### src/rtl/mul_share_arbiter.sv
// Round-robin front end that shares one pipelined unsigned multiplier among NREQ requesters.
// Optional stall statistic is compiled in when MUL_SHARE_ARBITER_STATS_EN is defined.
module mul_share_arbiter #(
    parameter int unsigned NREQ    = 4,
    parameter int unsigned A_WIDTH = 8,
    parameter int unsigned B_WIDTH = 8,
    parameter int unsigned LATENCY = 2,
    parameter int unsigned ID_W    = 2
) (
    input  logic                       clk,
    input  logic                       rst_x,
    input  logic [NREQ-1:0]            req_valid,
    output logic [NREQ-1:0]            req_ready,
    input  logic [NREQ*A_WIDTH-1:0]    req_a,
    input  logic [NREQ*B_WIDTH-1:0]    req_b,
    output logic                       rsp_valid,
    input  logic                       rsp_ready,
    output logic [ID_W-1:0]            rsp_id,
    output logic [A_WIDTH+B_WIDTH-1:0] rsp_product,
    output logic [15:0]                stat_stall_cnt
);

    localparam int unsigned P_WIDTH = A_WIDTH + B_WIDTH;

    logic [A_WIDTH-1:0] w_a [NREQ];
    logic [B_WIDTH-1:0] w_b [NREQ];

    genvar gi;
    for (gi = 0; gi < NREQ; gi++) begin : g_slice
        assign w_a[gi] = req_a[gi*A_WIDTH +: A_WIDTH];
        assign w_b[gi] = req_b[gi*B_WIDTH +: B_WIDTH];
    end

    logic [ID_W-1:0]    r_rr_ptr;
    logic               r_vld  [LATENCY];
    logic [ID_W-1:0]    r_id   [LATENCY];
    logic [P_WIDTH-1:0] r_prod [LATENCY];

    logic               w_advance;
    logic [NREQ-1:0]    w_rot;
    logic               w_found;
    int unsigned        w_scan_idx;
    int unsigned        w_next_idx;
    logic [NREQ-1:0]    w_grant_oh;
    logic [ID_W-1:0]    w_grant_id;
    logic [ID_W-1:0]    w_next_ptr;
    logic [A_WIDTH-1:0] w_sel_a;
    logic [B_WIDTH-1:0] w_sel_b;
    logic [P_WIDTH-1:0] w_product;

    // The whole pipeline freezes only while a response is presented and not taken.
    assign w_advance = !(r_vld[LATENCY-1] && !rsp_ready);

    // Rotate the request vector so bit 0 is the requester at r_rr_ptr.
    assign w_rot = NREQ'({req_valid, req_valid} >> r_rr_ptr);

    always_comb begin
        w_found    = 1'b0;
        w_scan_idx = 0;
        w_next_idx = 0;
        w_grant_oh = '0;
        w_grant_id = '0;
        w_next_ptr = r_rr_ptr;
        if (rst_x && w_advance) begin
            for (int unsigned k = 0; k < NREQ; k++) begin
                if (!w_found && w_rot[k]) begin
                    w_found    = 1'b1;
                    w_scan_idx = 32'(r_rr_ptr) + k;
                    if (w_scan_idx >= NREQ) begin
                        w_scan_idx = w_scan_idx - NREQ;
                    end
                end
            end
        end
        if (w_found) begin
            w_next_idx = w_scan_idx + 1;
            if (w_next_idx >= NREQ) begin
                w_next_idx = 0;
            end
            w_grant_id = ID_W'(w_scan_idx);
            w_next_ptr = ID_W'(w_next_idx);
            for (int unsigned i = 0; i < NREQ; i++) begin
                w_grant_oh[i] = (w_scan_idx == i);
            end
        end
    end

    assign req_ready = w_grant_oh;

    always_comb begin
        w_sel_a = '0;
        w_sel_b = '0;
        for (int unsigned i = 0; i < NREQ; i++) begin
            if (w_grant_oh[i]) begin
                w_sel_a = w_a[i];
                w_sel_b = w_b[i];
            end
        end
    end

    assign w_product = P_WIDTH'(w_sel_a) * P_WIDTH'(w_sel_b);

    always_ff @(posedge clk) begin
        if (!rst_x) begin
            r_rr_ptr <= '0;
            for (int s = 0; s < LATENCY; s++) begin
                r_vld[s]  <= 1'b0;
                r_id[s]   <= '0;
                r_prod[s] <= '0;
            end
        end else if (w_advance) begin
            if (w_found) begin
                r_rr_ptr <= w_next_ptr;
            end
            r_vld[0]  <= w_found;
            r_id[0]   <= w_grant_id;
            r_prod[0] <= w_product;
            for (int s = 1; s < LATENCY; s++) begin
                r_vld[s]  <= r_vld[s-1];
                r_id[s]   <= r_id[s-1];
                r_prod[s] <= r_prod[s-1];
            end
        end
    end

    assign rsp_valid   = r_vld[LATENCY-1];
    assign rsp_id      = r_id[LATENCY-1];
    assign rsp_product = r_prod[LATENCY-1];

`ifdef MUL_SHARE_ARBITER_STATS_EN
    logic [15:0] r_stall_cnt;

    // Counts cycles in which a requester waits behind a blocked response; saturating.
    always_ff @(posedge clk) begin
        if (!rst_x) begin
            r_stall_cnt <= '0;
        end else if (!w_advance && (|req_valid) && (r_stall_cnt != 16'hFFFF)) begin
            r_stall_cnt <= r_stall_cnt + 16'd1;
        end
    end

    assign stat_stall_cnt = r_stall_cnt;
`else
    assign stat_stall_cnt = 16'h0000;
`endif

endmodule

### config.mk
export PLATFORM = sky130hd
export DESIGN_NAME = mul_share_arbiter
export DESIGN_NICKNAME = d
export VERILOG_FILES = /design/src/rtl/mul_share_arbiter.sv
export SDC_FILE = /design/constraint.sdc
export NUM_CORES = 1
export LEC_CHECK = 0
export ABC_AREA = 1
export CAP_MARGIN = 20
export CORE_UTILIZATION = 54
export DETAILED_ROUTE_END_ITERATION = 8
export PLACE_DENSITY = 0.8
export REMOVE_ABC_BUFFERS = 1
export SKIP_CTS_REPAIR_TIMING = 1
export SYNTH_ARGS = -nofsm -noshare
export SYNTH_HDL_FRONTEND = slang
export SYNTH_SLANG_ARGS = --single-unit
### constraint.sdc
create_clock -name clk -period 9.25 [get_ports clk]
set_input_delay 1.85 -clock clk [delete_from_list [all_inputs] [get_ports clk]]
set_output_delay 1.85 -clock clk [all_outputs]
set_load 0.005 [all_outputs]
==> results.yml, run 1 <==
min_path:
  hold_class: "flop to flop"
setup_path:
  critPathArrivalTime_ns: 8.54
  path_common_cell: "inv_1"
  critPathRequiredTime_ns: 9.29
  slowest_stage: "fa_1"
  crit_path_start_kind: "input pin"
  cp-end-kind: "flop"
  critPathKind: "input pin to flop"
  slowest_delay_ns: 0.54
  crit_fanout: 18
cts:
  clk_latency_ns: 0.28
  cts_num_sinks: 40
  cts_tree: "yes"
  cts_root_buffer: "clkbuf_8"
  clk_pin_slew_ns: 0.07
  numCtsBuffers: 5
  cts_max_path_buffers: 2
  h-tree-depth: 2
yosys:
  synth-seq-area-share: 0.204
  yosysUniqueCellTypes: 40
  synthMuxAreaShare: 0
  synth_seq_cells: 40
  synthXorXnorAreaFrac: 0.00302
  synth_edf_count: 38
  synth_cells: 771
  avgSynthCellArea_um2: 7.52
  synth_compound_area_frac: 0.0477
  netlist_area_mm2: 0.00580
  yosysMostFrequentCell: "inv_1"
  yosysTopAreaCellShare: 0.197
  yosys.area_share.simple: 0.317
  synthFlopType: "edfxtp_1"
  yosysTopAreaCell: "edfxtp_1"
  netlist_top_cells_area: "edfxtp_1 (20%), fa_1 (12%), inv_1 (12%)"
  ys_warn_count: 0
  synth_common_cells: "inv_1 (190), nand2_1 (150), ha_1 (50)"
  synthAdderAreaFrac: 0.232
  synth_top_family_by_area: "simple AND/OR/NAND/NOR gates"
  async_flop_share: 0
floorplanning:
  fp-row-count: 37
  die-area_mm2: 0.0112
  num_io_pins: 110
  coreArea_mm2: 0.0104
  start_util: 0.559
  die_w_um: 106
  dieHeight_um: 106
sta:
  finalSetupViolations: 0
  maxSlewHeadroom: 0.541
  hold_violations: 0
  worstMarginPinSlew_ns: 0.686
  finClkSkew_ns: 0.00291
  rsz0062_at_grt: "false"
  fin_crit_ns: 8.50
  fin_crit_sh: 0.918
  fin_setup_tns_ns: 0
  fmax_mhz: 118
  maxSlewViolCount: 0
finish:
  area_growth_pct: 14.9
  nFillCells: 903
  final_nets: 996
  layout-drive-gt1-share: 0.117
  finalInstanceArea_mm2: 0.00666
  num_antenna_cells: 0
grt:
  grt_max_degree: 39
  antenna_found_initial: 0
  grt_overflow: 0
  grt_pass1_wl_um: 20000
  track_usage: 0.218
  first_global_vias: 4787
route:
  vias: 4744
  drtAntennaViolNets: 0
  drcViolationCount: 0
  drt_pass1_iterations: 5
  vias_per_cell: 4.86
  wl_per_cell_um: 11.6
  wirelength_um: 11300
  drtIter0Drc: 168
place:
  portBuffers: 93
  gp_congestion: 0.901
  place_area_mm2: 0.00658
  hpwlAfterDp_um: 9460
status:
  status: "complete, no violations"
power:
  max-vdd-ir-drop_mv: 0.123
  powerDensity_mw_per_mm2: 201
  leakage_nw: 3.64
run:
  maxCapViolations: 0
[worst max-delay path, delay by kind of cell]
kind	cells	cell delay, ns
adder cells (fa/ha/maj)	6	2.31
AND/OR/NAND/NOR	15	2.02
buffers and inverters	10	1.41
AO/OA/AOI/OAI	5	0.92
[layout by cell type, fill, tap and decap left out, types with 2 or more instances in the layout]
cell type / instances
nand2_4: 16
or2_4: 2
nand3b_1: 14
clkdlybuf4s50_1: 93
fa_1: 36
nand2_1: 150
conb_1: 16
xor2_1: 2
inv_2: 6
nor2_2: 19
nor3_1: 2
nand3_2: 13
o21ai_0: 13
clkinv_1: 2
clkbuf_8: 5
nand2_2: 23
nand3_1: 45
nand4_1: 5
dfxtp_1: 2
a21oi_1: 36
nand2_8: 2
buf_4: 2
nand3_4: 2
edfxtp_1: 38
nor2_1: 42
ha_1: 50
inv_1: 190
clkbuf_1: 2
nor2_4: 3
[per-layer routing]
metal / vias up / global-route usage / part of all wire
met5: - / 0 / 0
met1: 2162 / 0.263 / 0.44
met4: 0 / 0.0665 / 0.024
met3: 24 / 0.0142 / 0.031
li1: 2420 / - / -
met2: 138 / 0.414 / 0.50
[area by class of cell]
cell class              instances  area [um2]  share of cell area
repair buffers                 95         946               0.142
clock buffers                   7        76.3              0.0115
clock inverters                 1        3.75            0.000563
flip-flops and latches         40        1180               0.177
multi-input cells             499        3540               0.531
inverters                     198         748               0.112
well taps                     136         170              0.0255
[through the flow]
stage / worst slack, ns / instances / power [mW] / hold WS, ns / utilization
after floorplan: 1.75 / 737 / 0.989 / 0.519 / -
after global placement: 0.851 / 968 / 1.20 / 0.524 / 0.635
after detailed placement: 0.502 / 968 / 1.23 / 0.529 / 0.635
after CTS: 0.781 / 976 / 1.35 / 0.545 / 0.642
after global routing: 0.160 / 976 / 1.49 / 0.558 / 0.642
final: 0.754 / 976 / 1.34 / 0.541 / 0.642
[cells by family after synthesis]
logic type / count (synthesis)
DFF: 40
buffers and inverters: 247
adders and majority gates: 86
other: 1
AOI/OAI and AO/OA: 53
xor gates and xnor gates: 2
and+or+nand+nor: 342
[worst paths after layout]
path | start | end | slack, ns | cells past startpoint
min reg2reg | r_prod[0][2]$_SDFFCE_PN0P_ | r_prod[0][18]$_SDFFCE_PN0P_ | 0.54 | 2
min | r_prod[0][2]$_SDFFCE_PN0P_ | r_prod[0][18]$_SDFFCE_PN0P_ | 0.54 | 2
max reg2reg | r_rr_ptr[0]$_SDFFE_PN0P_ | r_prod[0][13]$_SDFFCE_PN0P_ | 2.13 | 35
max | req_valid[3] | r_prod[0][13]$_SDFFCE_PN0P_ | 0.75 | 36
[state kept, by name, indices dropped and copies added, names as in the netlist]
name      flops
r_id          4
r_prod       32
r_rr_ptr      2
r_vld         2
[where the power goes]
group          switching, mW  internal [mW]
logic                  0.607          0.357
clock network         0.0501         0.0523
registers             0.0182          0.252
No activity file was read; power rests on OpenSTA's default activity.
==> run 2, diff against run 1 <==
- CTS_CLUSTER_DIAMETER: not set -> 120
- clock period: 9.25 -> 9.14 ns (I/O delays scaled with it)
==> run 2 against run 1 <==
  * First-iteration DRC count is 21% higher
  * Setup slack worse by 0.017 ns
  * Design area is 0.41% higher
  * Global-route usage is 0.16 points higher
  * Utilization is 0.27 points higher
  * Cell count stayed put
  * Non-clock buffer count stayed put
  * Worst hold slack better by 0.0016 ns
  * Clock power is 29% higher
  * Flip-flop and latch count stayed put
  * Largest cell class unchanged
==> results.yml, run 2 (synthesis gave the netlist of run 1 again) <==
sta:
  fin_setup_tns_ns: 0
  fin_crit_ns: 8.40
  timing.final.ws_setup_ns: 0.737
  worstMarginPinSlew_ns: 0.703
  hold_violations: 0
  maxSlewViolCount: 0
  rsz0062_at_grt: "false"
  fmax_mhz: 119
  fin_crit_sh: 0.919
  maxSlewHeadroom: 0.530
  finClkSkew_ns: 0.00178
  finalSetupViolations: 0
power:
  powerDensity_mw_per_mm2: 207
  p_total_mw: 1.39
  max-vdd-ir-drop_mv: 0.110
  leakage_nw: 3.65
setup_path:
  slowest_delay_ns: 0.54
  critPathKind: "input pin to flop"
  crit_fanout: 18
  critPathArrivalTime_ns: 8.45
  crit_path_start_kind: "input pin"
  critPathRequiredTime_ns: 9.18
  path_common_cell: "inv_1"
  cp-end-kind: "flop"
  slowest_stage: "fa_1"
place:
  place_area_mm2: 0.00658
  gp_congestion: 0.875
  dp_slack_ns: 0.525
  dp_cells: 968
  hpwlAfterDp_um: 9670
  portBuffers: 93
finish:
  nFillCells: 930
  num_antenna_cells: 0
  area_growth_pct: 15.4
  regMostFlops: "r_prod"
  final_common_cell: "inv_1"
  mostFrequentLayoutCells: "inv_1 (190), nand2_1 (150), clkdlybuf4s50_1 (93)"
  final-instance-count-excl-fill: 976
  largestRegisters: "r_prod (32), r_id (4)"
  finalInstanceArea_mm2: 0.00669
  largest_reg_flops: 32
  layout-drive-gt1-share: 0.119
  final_nets: 996
cts:
  clk_latency_ns: 0.28
  cts_root_buffer: "clkbuf_8"
  h-tree-depth: 2
  numCtsBuffers: 5
  cts_max_path_buffers: 2
  cts_num_sinks: 40
  clk_pin_slew_ns: 0.07
  cts_tree: "yes"
grt:
  grt_max_degree: 39
  grt_overflow: 0
  track_usage: 0.220
  antenna_found_initial: 0
  grt_pass1_wl_um: 20100
  first_global_vias: 4685
route:
  drtAntennaViolNets: 0
  vias_per_cell: 4.87
  vias: 4752
  drt_pass1_iterations: 5
  wl_per_cell_um: 11.8
  drcViolationCount: 0
  wirelength_um: 11500
  drtIter0Drc: 203
floorplanning:
  num_io_pins: 110
  fp-row-count: 37
  dieHeight_um: 106
  die-area_mm2: 0.0112
  start_util: 0.559
  coreArea_mm2: 0.0104
  die_w_um: 106
run:
  maxCapViolations: 0
min_path:
  hold_class: "flop to flop"
status:
  status: "complete, no violations"
[run 2: changes by cell type in the layout (fill, tap and decap cells not counted)]
cell,before,now
bufinv_16,0,1
clkinv_1,2,1
clkbuf_1,2,1
clkinv_2,0,1
[run 2: worst max-delay path, delay by kind of cell]
kind	cells	cell delay [ns]
adders and majority gates	6	2.63
AOI/OAI and AO/OA	5	0.89
and+or+nand+nor	13	1.84
buffers and inverters	8	1.24
[run 2: power by group]
group | internal (mW) | switching (mW) | total (mW)
clock network | 0.0808 | 0.0516 | 0.132
logic | 0.362 | 0.620 | 0.981
registers | 0.255 | 0.0188 | 0.274
total | 0.698 | 0.690 | 1.39
[run 2: final cells by class]
type	count	area, um2	area share
clock buffer	6	72.6	0.0108
multi-input combinational	499	3540	0.529
tap	136	170	0.0254
timing repair buffer	95	946	0.141
sequential	40	1180	0.177
clock inverter	2	35.0	0.00524
inverter	198	748	0.112
[run 2: worst paths after layout]
kind	cells past startpoint	start	end	slack, ns
setup reg to reg	31	r_rr_ptr[0]$_SDFFE_PN0P_	r_prod[0][13]$_SDFFCE_PN0P_	2.11
setup / recovery	32	req_valid[2]	r_prod[0][13]$_SDFFCE_PN0P_	0.74
hold / removal	2	r_prod[0][8]$_SDFFCE_PN0P_	r_prod[0][24]$_SDFFCE_PN0P_	0.54
hold reg to reg	2	r_prod[0][8]$_SDFFCE_PN0P_	r_prod[0][24]$_SDFFCE_PN0P_	0.54
[run 2: routing by layer]
layer | GRT usage | wire length (um) | up-vias
met1 | 0.261 | 5010 | 2175
met3 | 0.0124 | 345 | 16
li1 | - | - | 2418
met5 | 0 | 0 | -
met4 | 0.0714 | 197 | 0
met2 | 0.421 | 5980 | 143
[run 2: through the flow]
step                      hold WS, ns   util
after floorplan                 0.519      -
after global placement          0.524  0.635
after detailed placement        0.529  0.635
after CTS                       0.551  0.645
after global routing            0.567  0.645
final                           0.542  0.645
